==> src/rtl/ppl_fp_addsub_vec.sv <==
// ppl_fp_addsub_vec
//   Multi-lane, 4-stage pipelined floating-point add/sub with valid/ready
//   backpressure, selectable rounding (RNE / RTZ), per-lane exception flags
//   and a sideband tag that travels with each beat.
//   Stages: S1 unpack/special/swap, S2 align+add, S3 LZC+normalise,
//           S4 round/pack into the output registers.
// Ports
//   clk, rst_n             clock, asynchronous active-low reset
//   in_valid/in_ready      input handshake (in_ready = pipeline may advance)
//   in_a, in_b             operands, lane i at [i*W +: W]
//   in_sub                 per-lane subtract select (1 = A-B)
//   in_rmode               0 = round-nearest-even, 1 = round-toward-zero
//   in_tag                 sideband tag
//   out_valid/out_ready    output handshake
//   out_result             results, same packing as operands
//   out_flags              per lane {invalid, overflow, underflow, inexact}
//   out_tag                tag of the beat on the output
module ppl_fp_addsub_vec #(
    parameter int EXP_W  = 8,
    parameter int FRAC_W = 7,
    parameter int LANES  = 4,
    parameter int TAG_W  = 4
) (
    input  logic                                 clk,
    input  logic                                 rst_n,
    input  logic                                 in_valid,
    output logic                                 in_ready,
    input  logic [LANES*(1+EXP_W+FRAC_W)-1:0]    in_a,
    input  logic [LANES*(1+EXP_W+FRAC_W)-1:0]    in_b,
    input  logic [LANES-1:0]                     in_sub,
    input  logic                                 in_rmode,
    input  logic [TAG_W-1:0]                     in_tag,
    output logic                                 out_valid,
    input  logic                                 out_ready,
    output logic [LANES*(1+EXP_W+FRAC_W)-1:0]    out_result,
    output logic [LANES*4-1:0]                   out_flags,
    output logic [TAG_W-1:0]                     out_tag
);
    localparam int W   = 1 + EXP_W + FRAC_W;
    localparam int MW  = FRAC_W + 1;            // mantissa incl. hidden bit
    localparam int XW  = FRAC_W + 4;            // mantissa + guard/round/sticky
    localparam int SW  = FRAC_W + 5;            // XW plus carry-out
    localparam int EW  = EXP_W + 2;             // signed working exponent
    localparam int LZW = $clog2(XW + 1);
    localparam logic [EXP_W-1:0] EMAX   = {EXP_W{1'b1}};
    localparam logic [EXP_W-1:0] SH_MAX = EXP_W'(FRAC_W + 3);
    localparam logic [W-1:0]     QNAN   = {1'b0, {EXP_W{1'b1}}, 1'b1, {(FRAC_W-1){1'b0}}};

    logic             w_adv;
    logic             r_v1, r_v2, r_v3, r_out_valid;
    logic             r_rm1, r_rm2, r_rm3;
    logic [TAG_W-1:0] r_tag1, r_tag2, r_tag3, r_out_tag;

    // Every stage moves together; no bubble collapse, so a stall freezes the whole pipe.
    assign w_adv     = ~r_out_valid | out_ready;
    assign in_ready  = w_adv;
    assign out_valid = r_out_valid;
    assign out_tag   = r_out_tag;

    // Beat-level control: stage valids, rounding mode and tag.
    always_ff @(posedge clk or negedge rst_n) begin
        if (!rst_n) begin
            r_v1 <= 1'b0; r_v2 <= 1'b0; r_v3 <= 1'b0; r_out_valid <= 1'b0;
            r_rm1 <= 1'b0; r_rm2 <= 1'b0; r_rm3 <= 1'b0;
            r_tag1 <= {TAG_W{1'b0}}; r_tag2 <= {TAG_W{1'b0}};
            r_tag3 <= {TAG_W{1'b0}}; r_out_tag <= {TAG_W{1'b0}};
        end else if (w_adv) begin
            r_v1 <= in_valid; r_v2 <= r_v1; r_v3 <= r_v2; r_out_valid <= r_v3;
            r_rm1 <= in_rmode; r_rm2 <= r_rm1; r_rm3 <= r_rm2;
            r_tag1 <= in_tag; r_tag2 <= r_tag1; r_tag3 <= r_tag2; r_out_tag <= r_tag3;
        end
    end

    for (genvar i = 0; i < LANES; i++) begin : g_lane
        logic [W-1:0]     w_a, w_b;
        logic             w_sa, w_sb;
        logic [EXP_W-1:0] w_ea, w_eb;
        logic [FRAC_W-1:0] w_fa, w_fb;
        logic             w_a_nan, w_b_nan, w_a_inf, w_b_inf, w_a_zero, w_b_zero, w_b_gt;
        logic             w_s1_spec;
        logic [W-1:0]     w_s1_sres;
        logic [3:0]       w_s1_sflags;

        assign w_a  = in_a[i*W +: W];
        assign w_b  = in_b[i*W +: W];
        assign w_sa = w_a[W-1];
        assign w_sb = w_b[W-1] ^ in_sub[i];     // effective sign of B
        assign w_ea = w_a[W-2 -: EXP_W];
        assign w_eb = w_b[W-2 -: EXP_W];
        assign w_fa = w_a[FRAC_W-1:0];
        assign w_fb = w_b[FRAC_W-1:0];
        assign w_a_nan  = (w_ea == EMAX) & (|w_fa);
        assign w_b_nan  = (w_eb == EMAX) & (|w_fb);
        assign w_a_inf  = (w_ea == EMAX) & ~(|w_fa);
        assign w_b_inf  = (w_eb == EMAX) & ~(|w_fb);
        assign w_a_zero = (w_ea == {EXP_W{1'b0}});   // subnormals read as zero
        assign w_b_zero = (w_eb == {EXP_W{1'b0}});
        assign w_b_gt   = {w_eb, w_fb} > {w_ea, w_fa};

        // S1 special-case resolution in priority order.
        always_comb begin
            w_s1_spec   = 1'b1;
            w_s1_sres   = QNAN;
            w_s1_sflags = 4'b0000;
            if (w_a_nan | w_b_nan) begin
                w_s1_sres = QNAN;
            end else if (w_a_inf & w_b_inf & (w_sa != w_sb)) begin
                w_s1_sflags = 4'b1000;
            end else if (w_a_inf) begin
                w_s1_sres = {w_sa, EMAX, {FRAC_W{1'b0}}};
            end else if (w_b_inf) begin
                w_s1_sres = {w_sb, EMAX, {FRAC_W{1'b0}}};
            end else if (w_a_zero & w_b_zero) begin
                w_s1_sres = {w_sa & w_sb, {(W-1){1'b0}}};
            end else if (w_a_zero) begin
                w_s1_sres = {w_sb, w_eb, w_fb};
            end else if (w_b_zero) begin
                w_s1_sres = {w_sa, w_ea, w_fa};
            end else begin
                w_s1_spec = 1'b0;
                w_s1_sres = {W{1'b0}};
            end
        end

        logic             r1_spec, r1_sign, r1_esub;
        logic [W-1:0]     r1_sres;
        logic [3:0]       r1_sflags;
        logic [EXP_W-1:0] r1_exp, r1_diff;
        logic [MW-1:0]    r1_ml, r1_ms;

        // S2: align smaller operand (shift saturates so it all lands in sticky), then add/sub.
        logic [EXP_W-1:0] w_sh;
        logic [2*XW-1:0]  w_wide;
        logic [XW-1:0]    w_al;
        logic [SW-1:0]    w_sum;
        assign w_sh   = (r1_diff > SH_MAX) ? SH_MAX : r1_diff;
        assign w_wide = {r1_ms, 3'b000, {XW{1'b0}}} >> w_sh;
        assign w_al   = {w_wide[2*XW-1:XW+1], |w_wide[XW:0]};
        assign w_sum  = r1_esub ? ({1'b0, r1_ml, 3'b000} - {1'b0, w_al})
                                : ({1'b0, r1_ml, 3'b000} + {1'b0, w_al});

        logic             r2_spec, r2_sign;
        logic [W-1:0]     r2_sres;
        logic [3:0]       r2_sflags;
        logic [EXP_W-1:0] r2_exp;
        logic [SW-1:0]    r2_sum;

        // S3: leading-zero count and normalisation. The exponent is kept signed so an
        // over-cancelled result shows up as exp <= 0 and is flushed in S4.
        logic [LZW-1:0]        w_lzc;
        logic [XW-1:0]         w_norm;
        logic signed [EW-1:0]  w_exp_n;
        always_comb begin
            w_lzc = LZW'(XW);
            for (int k = 0; k < XW; k++) begin
                if (r2_sum[k]) begin
                    w_lzc = LZW'(XW - 1 - k);
                end else begin
                    w_lzc = w_lzc;
                end
            end
            if (r2_sum[SW-1]) begin
                w_norm  = {r2_sum[SW-1:2], |r2_sum[1:0]};
                w_exp_n = $signed({2'b00, r2_exp}) + $signed(EW'(1));
            end else begin
                w_norm  = r2_sum[XW-1:0] << w_lzc;
                w_exp_n = $signed({2'b00, r2_exp}) - $signed({{(EW-LZW){1'b0}}, w_lzc});
            end
        end

        logic                  r3_spec, r3_sign, r3_zero;
        logic [W-1:0]          r3_sres;
        logic [3:0]            r3_sflags;
        logic signed [EW-1:0]  r3_exp;
        logic [XW-1:0]         r3_norm;

        // S4: rounding; a mantissa carry bumps the exponent and leaves a zero fraction.
        logic                  w_up, w_inx;
        logic [MW:0]           w_mr;
        logic signed [EW-1:0]  w_exp_f;
        logic [FRAC_W-1:0]     w_frac;
        logic [W-1:0]          w_res;
        logic [3:0]            w_flg;
        assign w_up    = ~r_rm3 & r3_norm[2] & (r3_norm[1] | r3_norm[0] | r3_norm[3]);
        assign w_inx   = |r3_norm[2:0];
        assign w_mr    = {1'b0, r3_norm[XW-1:3]} + {{MW{1'b0}}, w_up};
        assign w_exp_f = r3_exp + $signed({{(EW-1){1'b0}}, w_mr[MW]});
        assign w_frac  = w_mr[MW] ? w_mr[FRAC_W:1] : w_mr[FRAC_W-1:0];

        // S4 result selection: special, exact zero, underflow, overflow, normal.
        always_comb begin
            w_res = {W{1'b0}};
            w_flg = 4'b0000;
            if (r3_spec) begin
                w_res = r3_sres;
                w_flg = r3_sflags;
            end else if (r3_zero) begin
                w_res = {W{1'b0}};
            end else if (w_exp_f <= $signed({EW{1'b0}})) begin
                w_res = {r3_sign, {(W-1){1'b0}}};
                w_flg = 4'b0011;
            end else if (w_exp_f >= $signed({2'b00, EMAX})) begin
                w_flg = 4'b0101;
                if (r_rm3) begin
                    w_res = {r3_sign, {(EXP_W-1){1'b1}}, 1'b0, {FRAC_W{1'b1}}};
                end else begin
                    w_res = {r3_sign, EMAX, {FRAC_W{1'b0}}};
                end
            end else begin
                w_res = {r3_sign, w_exp_f[EXP_W-1:0], w_frac};
                w_flg = {3'b000, w_inx};
            end
        end

        logic [W-1:0] r_res;
        logic [3:0]   r_flg;

        // Lane datapath registers for all four stages.
        always_ff @(posedge clk or negedge rst_n) begin
            if (!rst_n) begin
                r1_spec <= 1'b0; r1_sign <= 1'b0; r1_esub <= 1'b0; r1_sres <= {W{1'b0}};
                r1_sflags <= 4'b0000; r1_exp <= {EXP_W{1'b0}}; r1_diff <= {EXP_W{1'b0}};
                r1_ml <= {MW{1'b0}}; r1_ms <= {MW{1'b0}};
                r2_spec <= 1'b0; r2_sign <= 1'b0; r2_sres <= {W{1'b0}}; r2_sflags <= 4'b0000;
                r2_exp <= {EXP_W{1'b0}}; r2_sum <= {SW{1'b0}};
                r3_spec <= 1'b0; r3_sign <= 1'b0; r3_zero <= 1'b0; r3_sres <= {W{1'b0}};
                r3_sflags <= 4'b0000; r3_exp <= {EW{1'b0}}; r3_norm <= {XW{1'b0}};
                r_res <= {W{1'b0}}; r_flg <= 4'b0000;
            end else if (w_adv) begin
                r1_spec   <= w_s1_spec;
                r1_sres   <= w_s1_sres;
                r1_sflags <= w_s1_sflags;
                r1_sign   <= w_b_gt ? w_sb : w_sa;
                r1_esub   <= w_sa ^ w_sb;
                r1_exp    <= w_b_gt ? w_eb : w_ea;
                r1_diff   <= w_b_gt ? (w_eb - w_ea) : (w_ea - w_eb);
                r1_ml     <= w_b_gt ? {1'b1, w_fb} : {1'b1, w_fa};
                r1_ms     <= w_b_gt ? {1'b1, w_fa} : {1'b1, w_fb};
                r2_spec <= r1_spec; r2_sign <= r1_sign; r2_sres <= r1_sres;
                r2_sflags <= r1_sflags; r2_exp <= r1_exp; r2_sum <= w_sum;
                r3_spec <= r2_spec; r3_sign <= r2_sign; r3_sres <= r2_sres;
                r3_sflags <= r2_sflags; r3_zero <= ~(|r2_sum); r3_exp <= w_exp_n; r3_norm <= w_norm;
                r_res <= w_res;
                r_flg <= w_flg;
            end
        end

        assign out_result[i*W +: W] = r_res;
        assign out_flags[i*4 +: 4]  = r_flg;
    end
endmodule
==> config.mk <==
export PLATFORM = sky130hd
export DESIGN_NAME = ppl_fp_addsub_vec
export DESIGN_NICKNAME = d
export VERILOG_FILES = /design/src/rtl/ppl_fp_addsub_vec.sv
export SDC_FILE = /design/constraint.sdc
export NUM_CORES = 2
export LEC_CHECK = 0
export BUFFER_PORTS_ARGS = -buffer_cell sky130_fd_sc_hd__clkbuf_2
export CAP_MARGIN = 40
export CELL_PAD_IN_SITES_DETAIL_PLACEMENT = 1
export CELL_PAD_IN_SITES_GLOBAL_PLACEMENT = 2
export CORE_MARGIN = 5
export CORE_UTILIZATION = 41
export DETAILED_ROUTE_END_ITERATION = 8
export PLACE_DENSITY_LB_ADDON = 0.1
export SLEW_MARGIN = 20
export SYNTH_ARGS = -nofsm -noshare
export SYNTH_HDL_FRONTEND = slang
export SYNTH_SLANG_ARGS = --single-unit
==> constraint.sdc <==
create_clock -name clk -period 11.65 [get_ports clk]
set_clock_uncertainty 0.15 [all_clocks]
set_input_delay 0 -clock clk [delete_from_list [all_inputs] [get_ports clk]]
set_output_delay 0 -clock clk [all_outputs]
set_load 0.05 [all_outputs]
==> results.toml <==
[status]
outcome = "finished clean"

[timing]
slew_headroom_pct = 22.1
finalSetupViolations = 0
period_needed_ns = 4.93
tns_ns = 0
fmax_mhz = 203
rsz0062_at_grt = "false"
slew_viol_final = 0
post-route-period-util_pct = 42.4
hold_ws_ns = 0.0703
tightestPinTransition_ns = 1.17
timing_hold_violations_final = 0

[drt]
drt-initial-drc-count = 2084
wl_met3_um = 3700
drcViolationCount = 0
dr_total_vias = 36100
top_layer = "met4"
wl_met2_um = 65300
ant_nets = 0
avgRoutedWirePerCell_um = 20.0
drt-total-wl_um = 130000
drt-met1-wl_um = 57200
viasPerCell = 5.54
dr.pass1.iters = 7

[finish]
drive_above_1_share_pct = 9.17
fill_cells = 11500
nets = 5535
area_growth_pct = 18.3

[clocking]
clk_path_buf_depth = 3
cts_tree = "yes"
cts_hold_buf = 238
cts_setup_buffers = 0
cts_buffers = 76
cts_sinks = 624
htreeDepth = 3
ctsResizeCount = 0
clock_latency_ns = 0.64
path_clk_slew_ns = 0.06
cts-root-buf = "clkbuf_16"

[setup_path]
worst_ep_required_time_ns = 12.01
r2r_cells = 19
critPathKind = "reg -> reg"
startpoint_type = "flop"
worst-path-max-fanout = 13
cp-end-kind = "flop"
arrival_ns = 5.29

[synth]
syn_area_per_cell_um2 = 8.09
synth_flop_cell = "dfrtp_1"
async_reset_ff_share_pct = 100
ys_ff_latch = 624
synth_fp_nets = 5217
synth_area_um2 = 39300
synth_cell_types = 98
synth_edf_count = 0
seq_area_frac_synth_pct = 39.7
netlist_instances = 4864
yosysWarnings = 0

[place]
io_buffers = 226
place_congestion = 0.878
dp_hpwl_um = 91800

[grt]
first_global_vias = 37800
grt_start_max_net_pins = 216
grt_pass1_wl_um = 209000
grt_usage_pct = 24.8
antenna_found_initial = 2
grt_overflow_total = 0

[die]
num_rows = 113
initial_core_util_pct = 41.3
die_x_um = 320
core_area_um2 = 95200
chipHeight_um = 320
io_pins = 227
die-area_um2 = 102000

[hold_path]
hold_path_depth = 4
hp-class = "in -> reg"

[power]
p_leak_nw = 21.8
p_per_area_nw_per_um2 = 242
finalPower_mw = 11.2
ir_worst_vdd_mv = 0.146

[job]
maxCapViolCount = 0
## Yosys cell counts, types with 7 or more instances
cell type  instances  area share, %
buf_1             16           0.15
nand2_1         1079             10
a32oi_1            8           0.18
dfrtp_1          624             40
clkbuf_1         250            2.4
o31ai_1           17           0.32
o211ai_1          19           0.36
a41oi_1            8           0.18
o22ai_1           17           0.27
a31oi_1           53           0.84
o41ai_1           11           0.24
nor2_1           478            4.6
nor3_1            65           0.83
nor4_1            38           0.60
and3_1            17           0.27
a21oi_1          318            4.0
inv_1            255            2.4
a22o_1             7           0.16
o21bai_1          35           0.67
xor2_1            57            1.3
a2111oi_0          8           0.18
a22oi_1           47           0.90
a21o_1            41           0.78
nor2b_1           36           0.57
xnor2_1           78            1.7
a221oi_1          72            1.6
ha_1             196            6.2
and4_1             7           0.16
mux2i_1          146            3.7
o21a_1            27           0.52
nand4_1           58           0.92
or3_1             12           0.19
fa_1              16           0.81
o21ai_0          406            5.2
or4_1             12           0.23
and2_1            17           0.27
nand3_1           82            1.0
nand2b_1          30           0.48
mux2_2            32           0.92
a211oi_1          29           0.55
## state kept, by name, summed over array words and instances (netlist names), 16 cells and up
register        count
g_lane.r1_sres     64
g_lane.r2_sres     64
g_lane.r3_sres     64
g_lane.r_res       64
g_lane.r2_sum      48
g_lane.r3_norm     44
g_lane.r3_exp      40
g_lane.r1_diff     32
g_lane.r1_exp      32
g_lane.r2_exp      32
g_lane.r1_ml       29
g_lane.r1_ms       28
g_lane.r_flg       16
## layout make-up
type | instances | area (um^2) | area share [%]
Clock inverter | 36 | 372 | 0.798
Tap cell | 1265 | 1580 | 3.40
Inverter | 258 | 976 | 2.10
Antenna cell | 3 | 7.51 | 0.0161
Clock buffer | 97 | 2130 | 4.58
Timing Repair Buffer | 522 | 4170 | 8.96
Multi-Input combinational cell | 3700 | 21700 | 46.6
Sequential cell | 624 | 15600 | 33.5
## cells by family after synthesis
family,synth area share [%]
multiplexers,4.80
AO/OA/AOI/OAI,19.0
XOR/XNOR,3.01
adder cells (fa/ha/maj),7.05
flip-flops,39.7
AND/OR/NAND/NOR,21.1
buffers and inverters,5.36
## routing by layer
metal,global-route usage [%],vias up
met5,0,-
met4,7.18,0
met3,3.09,214
met2,44.3,582
met1,31.6,17800
li1,-,17400
## report_power, final
group | leakage, nW | switching [mW] | internal, mW
clock network | 1.24 | 0.995 | 1.39
registers | 7.80 | 1.02 | 2.96
logic | 12.8 | 3.09 | 1.80
## critical path, stage by stage, from the launching register on
cell,delay (ns)
dfrtp_1,0.39
or4_1,0.72
nor3_2,0.74
mux2_2,0.45
nor4_1,0.19
a211oi_1,0.09
o41ai_1,0.44
nand2_1,0.14
inv_1,0.11
ha_1,0.20
nand2_1,0.07
a31oi_1,0.12
o21ai_0,0.14
a31oi_1,0.18
or2_2,0.14
a21o_1,0.11
a21oi_1,0.07
xnor2_1,0.13
mux2i_1,0.14
a21oi_1,0.08
## per-stage QoR
step           setup WS [ns]  area (um^2)  cells  util, %
3_3_place_gp            6.81        41400   6117     43.5
3_5_place_dp            6.74        41500   6123     43.6
2_1_floorplan           7.38        39300   4864        -
6_report                6.72        46500   6505     48.9
5_1_grt                 6.20        46500   6504     48.9
4_1_cts                 6.74        46400   6494     48.7
## cells in the final DEF, fill, tap and decap left out, types with 78 or more instances in the layout
cell type and n:
nand2_1 1079, dfrtp_1 624, nor2_1 478, o21ai_0 406, a21oi_1 317, inv_1 255
dlygate4sd3_1 237, clkbuf_2 225, ha_1 196, mux2i_1 146, nand3_1 82, xnor2_1 78
## final timing paths
kind | slack [ns] | end | startpoint
setup / recovery | 6.72 | g_lane[1].r2_sum[10] | g_lane[1].r1_diff[7]
hold / removal | 0.07 | r_rm1 | in_rmode
setup reg to reg | 6.72 | g_lane[1].r2_sum[10] | g_lane[1].r1_diff[7]
hold reg to reg | 0.31 | g_lane[3].r2_sres[0] | g_lane[3].r2_sres[0]
max in group asynchronous | 9.39 | g_lane[2].r3_exp[1] | rst_n
min in group asynchronous | 0.40 | g_lane[3].r1_diff[6] | rst_n
(Power assumes the default switching activity.)
